==> config.mk <==
export PLATFORM = sky130hd
export DESIGN_NAME = csa_chunked_adder_seq
export DESIGN_NICKNAME = d
export VERILOG_FILES = /design/src/rtl/csa_chunked_adder_seq_pkg.sv /design/src/rtl/csa_chunked_adder_seq_csa.sv /design/src/rtl/csa_chunked_adder_seq.sv
export SDC_FILE = /design/constraint.sdc
export NUM_CORES = 1
export LEC_CHECK = 0
export BUFFER_PORTS_ARGS = -buffer_cell sky130_fd_sc_hd__buf_2
export CAP_MARGIN = 20
export CELL_PAD_IN_SITES_DETAIL_PLACEMENT = 1
export CELL_PAD_IN_SITES_GLOBAL_PLACEMENT = 1
export CORE_MARGIN = 5
export CORE_UTILIZATION = 38
export CTS_BUF_LIST = sky130_fd_sc_hd__clkbuf_4 sky130_fd_sc_hd__clkbuf_8
export DETAILED_ROUTE_END_ITERATION = 12
export MAX_ROUTING_LAYER = met4
export PLACE_DENSITY_LB_ADDON = 0.15
export SETUP_SLACK_MARGIN = 0.1
export SLEW_MARGIN = 0
export SYNTH_ARGS = -nofsm -noshare
export SYNTH_HDL_FRONTEND = slang
export SYNTH_SLANG_ARGS = --single-unit
==> constraint.sdc <==
create_clock -name clk -period 2.87 [get_ports clk]
set_input_delay 0.287 -clock clk [delete_from_list [all_inputs] [get_ports clk]]
set_output_delay 0.287 -clock clk [all_outputs]
set_load 0.01 [all_outputs]
==> src/rtl/csa_chunked_adder_seq_pkg.sv <==
`default_nettype none
// ============================================================================
//  Module   : csa_chunked_adder_seq_pkg
//  Brief    : Shared FSM encoding and sizing helpers for the chunked adder.
//  Revision : 1.0  initial release
// ============================================================================
package csa_chunked_adder_seq_pkg;

    typedef logic [1:0] state_t;

    localparam state_t c_ST_IDLE = 2'd0;
    localparam state_t c_ST_RUN  = 2'd1;
    localparam state_t c_ST_DONE = 2'd2;

    function automatic int calc_nchunk(input int width, input int chunk);
        return width / chunk;
    endfunction

    // Index counter needs at least one bit even for a single-chunk configuration.
    function automatic int calc_idx_width(input int nchunk);
        return (nchunk > 1) ? $clog2(nchunk) : 1;
    endfunction

    function automatic bit chunk_cfg_ok(input int width, input int chunk);
        return (chunk > 0) && (width >= chunk) && ((width % chunk) == 0);
    endfunction

endpackage
`default_nettype wire

==> src/rtl/csa_chunked_adder_seq_csa.sv <==
`default_nettype none
// ============================================================================
//  Module   : full_adder_Nbit_csa
//  Brief    : N-bit carry-skip adder; carry bypasses the ripple chain when
//             every bit propagates.
//  Revision : 1.0  initial release
// ============================================================================
module full_adder_Nbit_csa #(
    parameter int WIDTH = 4
) (
    input  logic [WIDTH-1:0] i_a,
    input  logic [WIDTH-1:0] i_b,
    input  logic             i_cin,
    output logic [WIDTH-1:0] o_sum,
    output logic             o_cout
);

    logic [WIDTH-1:0] w_p;
    logic [WIDTH-1:0] w_g;
    logic [WIDTH:0]   w_c;

    assign w_p    = i_a ^ i_b;
    assign w_g    = i_a & i_b;
    assign w_c[0] = i_cin;

    for (genvar gi = 0; gi < WIDTH; gi++) begin : g_bit
        assign w_c[gi+1]  = w_g[gi] | (w_p[gi] & w_c[gi]);
        assign o_sum[gi]  = w_p[gi] ^ w_c[gi];
    end

    assign o_cout = (&w_p) ? i_cin : w_c[WIDTH];

endmodule
`default_nettype wire

==> src/rtl/csa_chunked_adder_seq.sv <==
`default_nettype none
// ============================================================================
//  Module   : csa_chunked_adder_seq
//  Brief    : Multi-cycle WIDTH-bit adder feeding CHUNK bits per cycle,
//             LSB first, through a single carry-skip adder.
//  Revision : 1.0  initial release
// ============================================================================
module csa_chunked_adder_seq
    import csa_chunked_adder_seq_pkg::*;
#(
    parameter int WIDTH = 32,
    parameter int CHUNK = 4
) (
    input  logic             clk,
    input  logic             rst_n,
    input  logic             in_valid,
    output logic             in_ready,
    input  logic [WIDTH-1:0] a,
    input  logic [WIDTH-1:0] b,
    input  logic             cin,
    output logic             out_valid,
    input  logic             out_ready,
    output logic [WIDTH-1:0] sum,
    output logic             cout,
    output logic             ovf
);

    localparam int c_NCHUNK = calc_nchunk(WIDTH, CHUNK);
    localparam int c_IDXW   = calc_idx_width(c_NCHUNK);
    localparam logic [c_IDXW-1:0] c_LAST = c_IDXW'(c_NCHUNK - 1);

    if (!chunk_cfg_ok(WIDTH, CHUNK)) begin : g_cfg_check
        $error("csa_chunked_adder_seq: WIDTH must be a positive multiple of CHUNK");
    end

    state_t              r_state;
    logic [c_IDXW-1:0]   r_idx;
    logic [WIDTH-1:0]    r_a;
    logic [WIDTH-1:0]    r_b;
    logic [WIDTH-1:0]    r_sum;
    logic                r_carry;

    logic [CHUNK-1:0]    w_a_chunk;
    logic [CHUNK-1:0]    w_b_chunk;
    logic [CHUNK-1:0]    w_sum_chunk;
    logic                w_cout_chunk;
    int unsigned         w_base;

    assign w_base    = int'(r_idx) * CHUNK;
    assign w_a_chunk = r_a[w_base +: CHUNK];
    assign w_b_chunk = r_b[w_base +: CHUNK];

    full_adder_Nbit_csa #(
        .WIDTH (CHUNK)
    ) u_csa (
        .i_a    (w_a_chunk),
        .i_b    (w_b_chunk),
        .i_cin  (r_carry),
        .o_sum  (w_sum_chunk),
        .o_cout (w_cout_chunk)
    );

    always_ff @(posedge clk or negedge rst_n) begin
        if (!rst_n) begin
            r_state <= c_ST_IDLE;
            r_idx   <= '0;
            r_a     <= '0;
            r_b     <= '0;
            r_sum   <= '0;
            r_carry <= 1'b0;
        end else begin
            case (r_state)
                c_ST_IDLE: begin
                    if (in_valid) begin
                        r_a     <= a;
                        r_b     <= b;
                        r_carry <= cin;
                        r_idx   <= '0;
                        r_state <= c_ST_RUN;
                    end
                end
                c_ST_RUN: begin
                    // The registered carry breaks the chain between chunks.
                    r_sum[w_base +: CHUNK] <= w_sum_chunk;
                    r_carry                <= w_cout_chunk;
                    if (r_idx == c_LAST) begin
                        r_state <= c_ST_DONE;
                    end else begin
                        r_idx <= r_idx + c_IDXW'(1);
                    end
                end
                c_ST_DONE: begin
                    if (out_ready) begin
                        r_state <= c_ST_IDLE;
                    end
                end
                default: r_state <= c_ST_IDLE;
            endcase
        end
    end

    assign in_ready  = (r_state == c_ST_IDLE);
    assign out_valid = (r_state == c_ST_DONE);
    assign sum       = r_sum;
    assign cout      = r_carry;
    assign ovf       = (r_a[WIDTH-1] == r_b[WIDTH-1]) && (r_sum[WIDTH-1] != r_a[WIDTH-1]);

endmodule
`default_nettype wire

==> load_flow_metrics.sql <==
INSERT INTO impl_metrics (metric_group, metric, value, unit) VALUES
('outcome', 'outcome', 'complete, but fails checks', ''),
('outcome', 'failed_checks', 'hold timing, setup timing', ''),
('logic_synthesis', 'yosysWarnings', '0', ''),
('final_layout', 'drive_gt1_share', '58.6', '%'),
('die', 'die_w', '123', 'µm'),
('worst_setup_path', 'crit_arrival', '3.25', 'ns'),
('drt', 'drc_violation_total_after_the_first_tritonroute_iteration', '102', ''),
('final_layout', 'insertedDiodeCount', '0', ''),
('timing', 'setup_slack_of_the_critical_path_after_layout', '-0.114', 'ns'),
('drt', 'detailedRoute.firstPassIterationCount', '4', ''),
('worst_setup_path', 'timing_worst_setup_path_type', 'flip-flop to flip-flop', ''),
('clocking', 'insertion_delay', '0.37', 'ns'),
('timing', 'grt_setup_unrepaired', 'true', ''),
('timing', 'setup-violations-final', '8', ''),
('clocking', 'cts_sinks', '102', ''),
('worst_setup_path', 'start_kind', 'flip-flop', ''),
('logic_synthesis', 'syn_inst', '333', ''),
('global_routing', 'maximum_number_of_pins_on_one_net_before_global_route_repair', '61', ''),
('worst_setup_path', 'crit_chain', 'buf_6 > mux4_2 > nand2_2 > nand2_2 > fa_2 > inv_2 > fa_2 > fa_2 > inv_2 > fa_2 > inv_2 > nor2_1 > mux2_4', ''),
('worst_setup_path', 'critical_path.reg2reg.startpoint', 'r_idx[0]', ''),
('logic_synthesis', 'synthTopCellsByArea', 'sky130_fd_sc_hd__dfrtp_1 (52%), sky130_fd_sc_hd__mux2_2 (18%), sky130_fd_sc_hd__mux4_2 (6.9%), sky130_fd_sc_hd__mux2_4 (3.7%), sky130_fd_sc_hd__ha_1 (2.8%)', ''),
('die', 'die_h', '123', 'µm'),
('timing', 'fin_crit', '2.98', 'ns'),
('timing', 'relSlewSlack', '47.7', '%'),
('global_routing', 'first_global_vias', '3414', ''),
('timing', 'worst_pin_slew', '0.785', 'ns'),
('clocking', 'clk_pin_slew', '0.09', 'ns'),
('final_layout', 'num-nets-final', '536', ''),
('drt', 'num_vias', '3077', ''),
('logic_synthesis', 'yosysMostFrequentCell', 'sky130_fd_sc_hd__dfrtp_1', ''),
('timing', 'fin_hold_ws', '-0.0223', 'ns'),
('timing', 'final_slew_viol_count', '0', ''),
('drt', 'avgRoutedWirePerCell', '17.6', 'µm'),
('placed_design', 'dp_wirelength', '8.63', 'mm'),
('worst_setup_path', 'timing.critical_path.slowest_cell_delay', '0.50', 'ns'),
('logic_synthesis', 'synthSimpleGateAreaFrac', '7.39', '%'),
('clocking', 'htreeDepth', '3', ''),
('pwr', 'power.density', '1280', 'mW/mm²'),
('drt', 'totalWireLength', '11.1', 'mm'),
('drt', 'drt_drc_violations_left', '0', ''),
('min_path', 'min-delay-path-class', 'primary input to async pin', ''),
('global_routing', 'grt_use_total', '16.3', '%'),
('placed_design', 'cell_area_after_placement', '0.00570', 'mm²'),
('worst_setup_path', 'cp_num_buf_inv', '4', ''),
('logic_synthesis', 'synth-seq-area-share', '52.4', '%'),
('job', 'timing.max_cap.violations', '0', ''),
('clocking', 'cts_hold_repair.buffers', '0', ''),
('logic_synthesis', 'yosys.area_share.xor_xnor', '0', '%'),
('logic_synthesis', 'ys_async_sr_fraction', '100', '%'),
('die', 'dieArea', '0.0152', 'mm²'),
('placed_design', 'port_buffers', '104', ''),
('timing', 'final-hold-violation-count', '7', ''),
('drt', 'detail-route-antenna-nets', '0', ''),
('final_layout', 'finalNonFillerCells', '629', ''),
('worst_setup_path', 'critical_path.slowest_cell', 'sky130_fd_sc_hd__mux4_2', ''),
('worst_setup_path', 'required', '3.13', 'ns'),
('logic_synthesis', 'yosys_register_bits', '102', ''),
('logic_synthesis', 'synthFlopType', 'sky130_fd_sc_hd__dfrtp_1', ''),
('worst_setup_path', 'crit_path_frequent_cell', 'sky130_fd_sc_hd__fa_2', ''),
('logic_synthesis', 'yosys-mux-area-fraction', '30.7', '%'),
('die', 'placement_rows', '41', ''),
('global_routing', 'grt_pass1_wl', '18.1', 'mm'),
('global_routing', 'globalRouteOverflowTotal', '0', ''),
('timing', 'max_freq', '335', 'MHz'),
('die', 'placeableCoreArea', '0.0126', 'mm²'),
('timing', 'worst_clk_skew', '0.0104', 'ns'),
('pwr', 'static-leakage-power', '2.84', 'nW'),
('pwr', 'max-vdd-ir-drop', '0.519', 'mV'),
('final_layout', 'stdcell_area', '0.00592', 'mm²'),
('logic_synthesis', 'synth_top_family_by_area', 'multiplexers', ''),
('logic_synthesis', 'syn_area', '0.00487', 'mm²');
[routing by layer]
layer	share of wire, %	wire length, µm	up-vias	global-route usage, %
li1	-	-	1421	-
met1	45	4980	1566	21.3
met2	49	5440	74	26.0
met3	4.6	512	16	2.93
met4	1.5	162	0	5.61
met5	0	0	-	-
[sequential cells by signal, summed over array words and instances, names as in the netlist]
name / flops
r_a: 32
sum: 32
r_state: 2
r_b: 32
cout: 1
r_idx: 3
[layout by cell type, fill, tap and decap left out, types with 10 or more instances in the layout]
cell	n
sky130_fd_sc_hd__nand2_1	21
sky130_fd_sc_hd__nor2_1	14
sky130_fd_sc_hd__mux4_2	15
sky130_fd_sc_hd__buf_2	103
sky130_fd_sc_hd__buf_4	16
sky130_fd_sc_hd__mux2_2	77
sky130_fd_sc_hd__dfrtp_1	102
sky130_fd_sc_hd__clkbuf_8	10
sky130_fd_sc_hd__ha_1	11
sky130_fd_sc_hd__mux2_4	15
[metrics by stage]
stage                     setup TNS [ns]  util (%)  setup WS (ns)  hold slack (ns)  power [mW]
after floorplan                    -1.49         -         -0.218         -0.00859        5.30
after global placement             -1.28      45.2         -0.179            0.423        6.60
after detailed placement           -1.67      45.2         -0.241            0.433        6.73
after CTS                          -1.11      46.8         -0.149          0.00733        7.70
after global routing               -1.90      46.9         -0.245           0.0374        8.21
final                             -0.851      46.9         -0.114          -0.0223        7.55
[timing repair]
item,in CTS,in global routing
resized for setup,6,3
gates cloned,0,0
endpoints found under the setup margin,15,15
pin swaps,4,1
setup buffers,2,0
[worst max path at each step]
stage,start,endpoint,depth (start not counted)
finish,r_idx[0],sum[11],13
global route,r_idx[0],sum[23],13
CTS,r_idx[0],sum[27],13
detailed placement,r_idx[0],sum[31],13
global placement,r_idx[0],sum[31],13
floorplan,r_idx[0],sum[7],14
[power by group]
group,internal (mW),switching [mW],total [mW]
registers,2.10,0.399,2.50
logic,2.19,2.01,4.20
clock network,0.388,0.458,0.846
[kinds of logic (layout without fill, tap and decap cells)]
group | count (synthesis) | count (layout)
adders and majority gates | 15 | 15
and+or+nand+nor | 66 | 66
DFF | 102 | 102
buffers and inverters | 30 | 154
AOI/OAI and AO/OA | 7 | 7
muxes | 113 | 113
[layout make-up]
class	instances	area [µm²]	area share [%]
Inverter	13	48.8	0.825
Sequential cell	102	2550	43.1
Multi-Input combinational cell	201	2180	36.9
Tap cell	172	215	3.64
Clock inverter	1	5.00	0.0846
Timing Repair Buffer	125	738	12.5
Clock buffer	15	175	2.96
(Power assumes the default switching activity.)
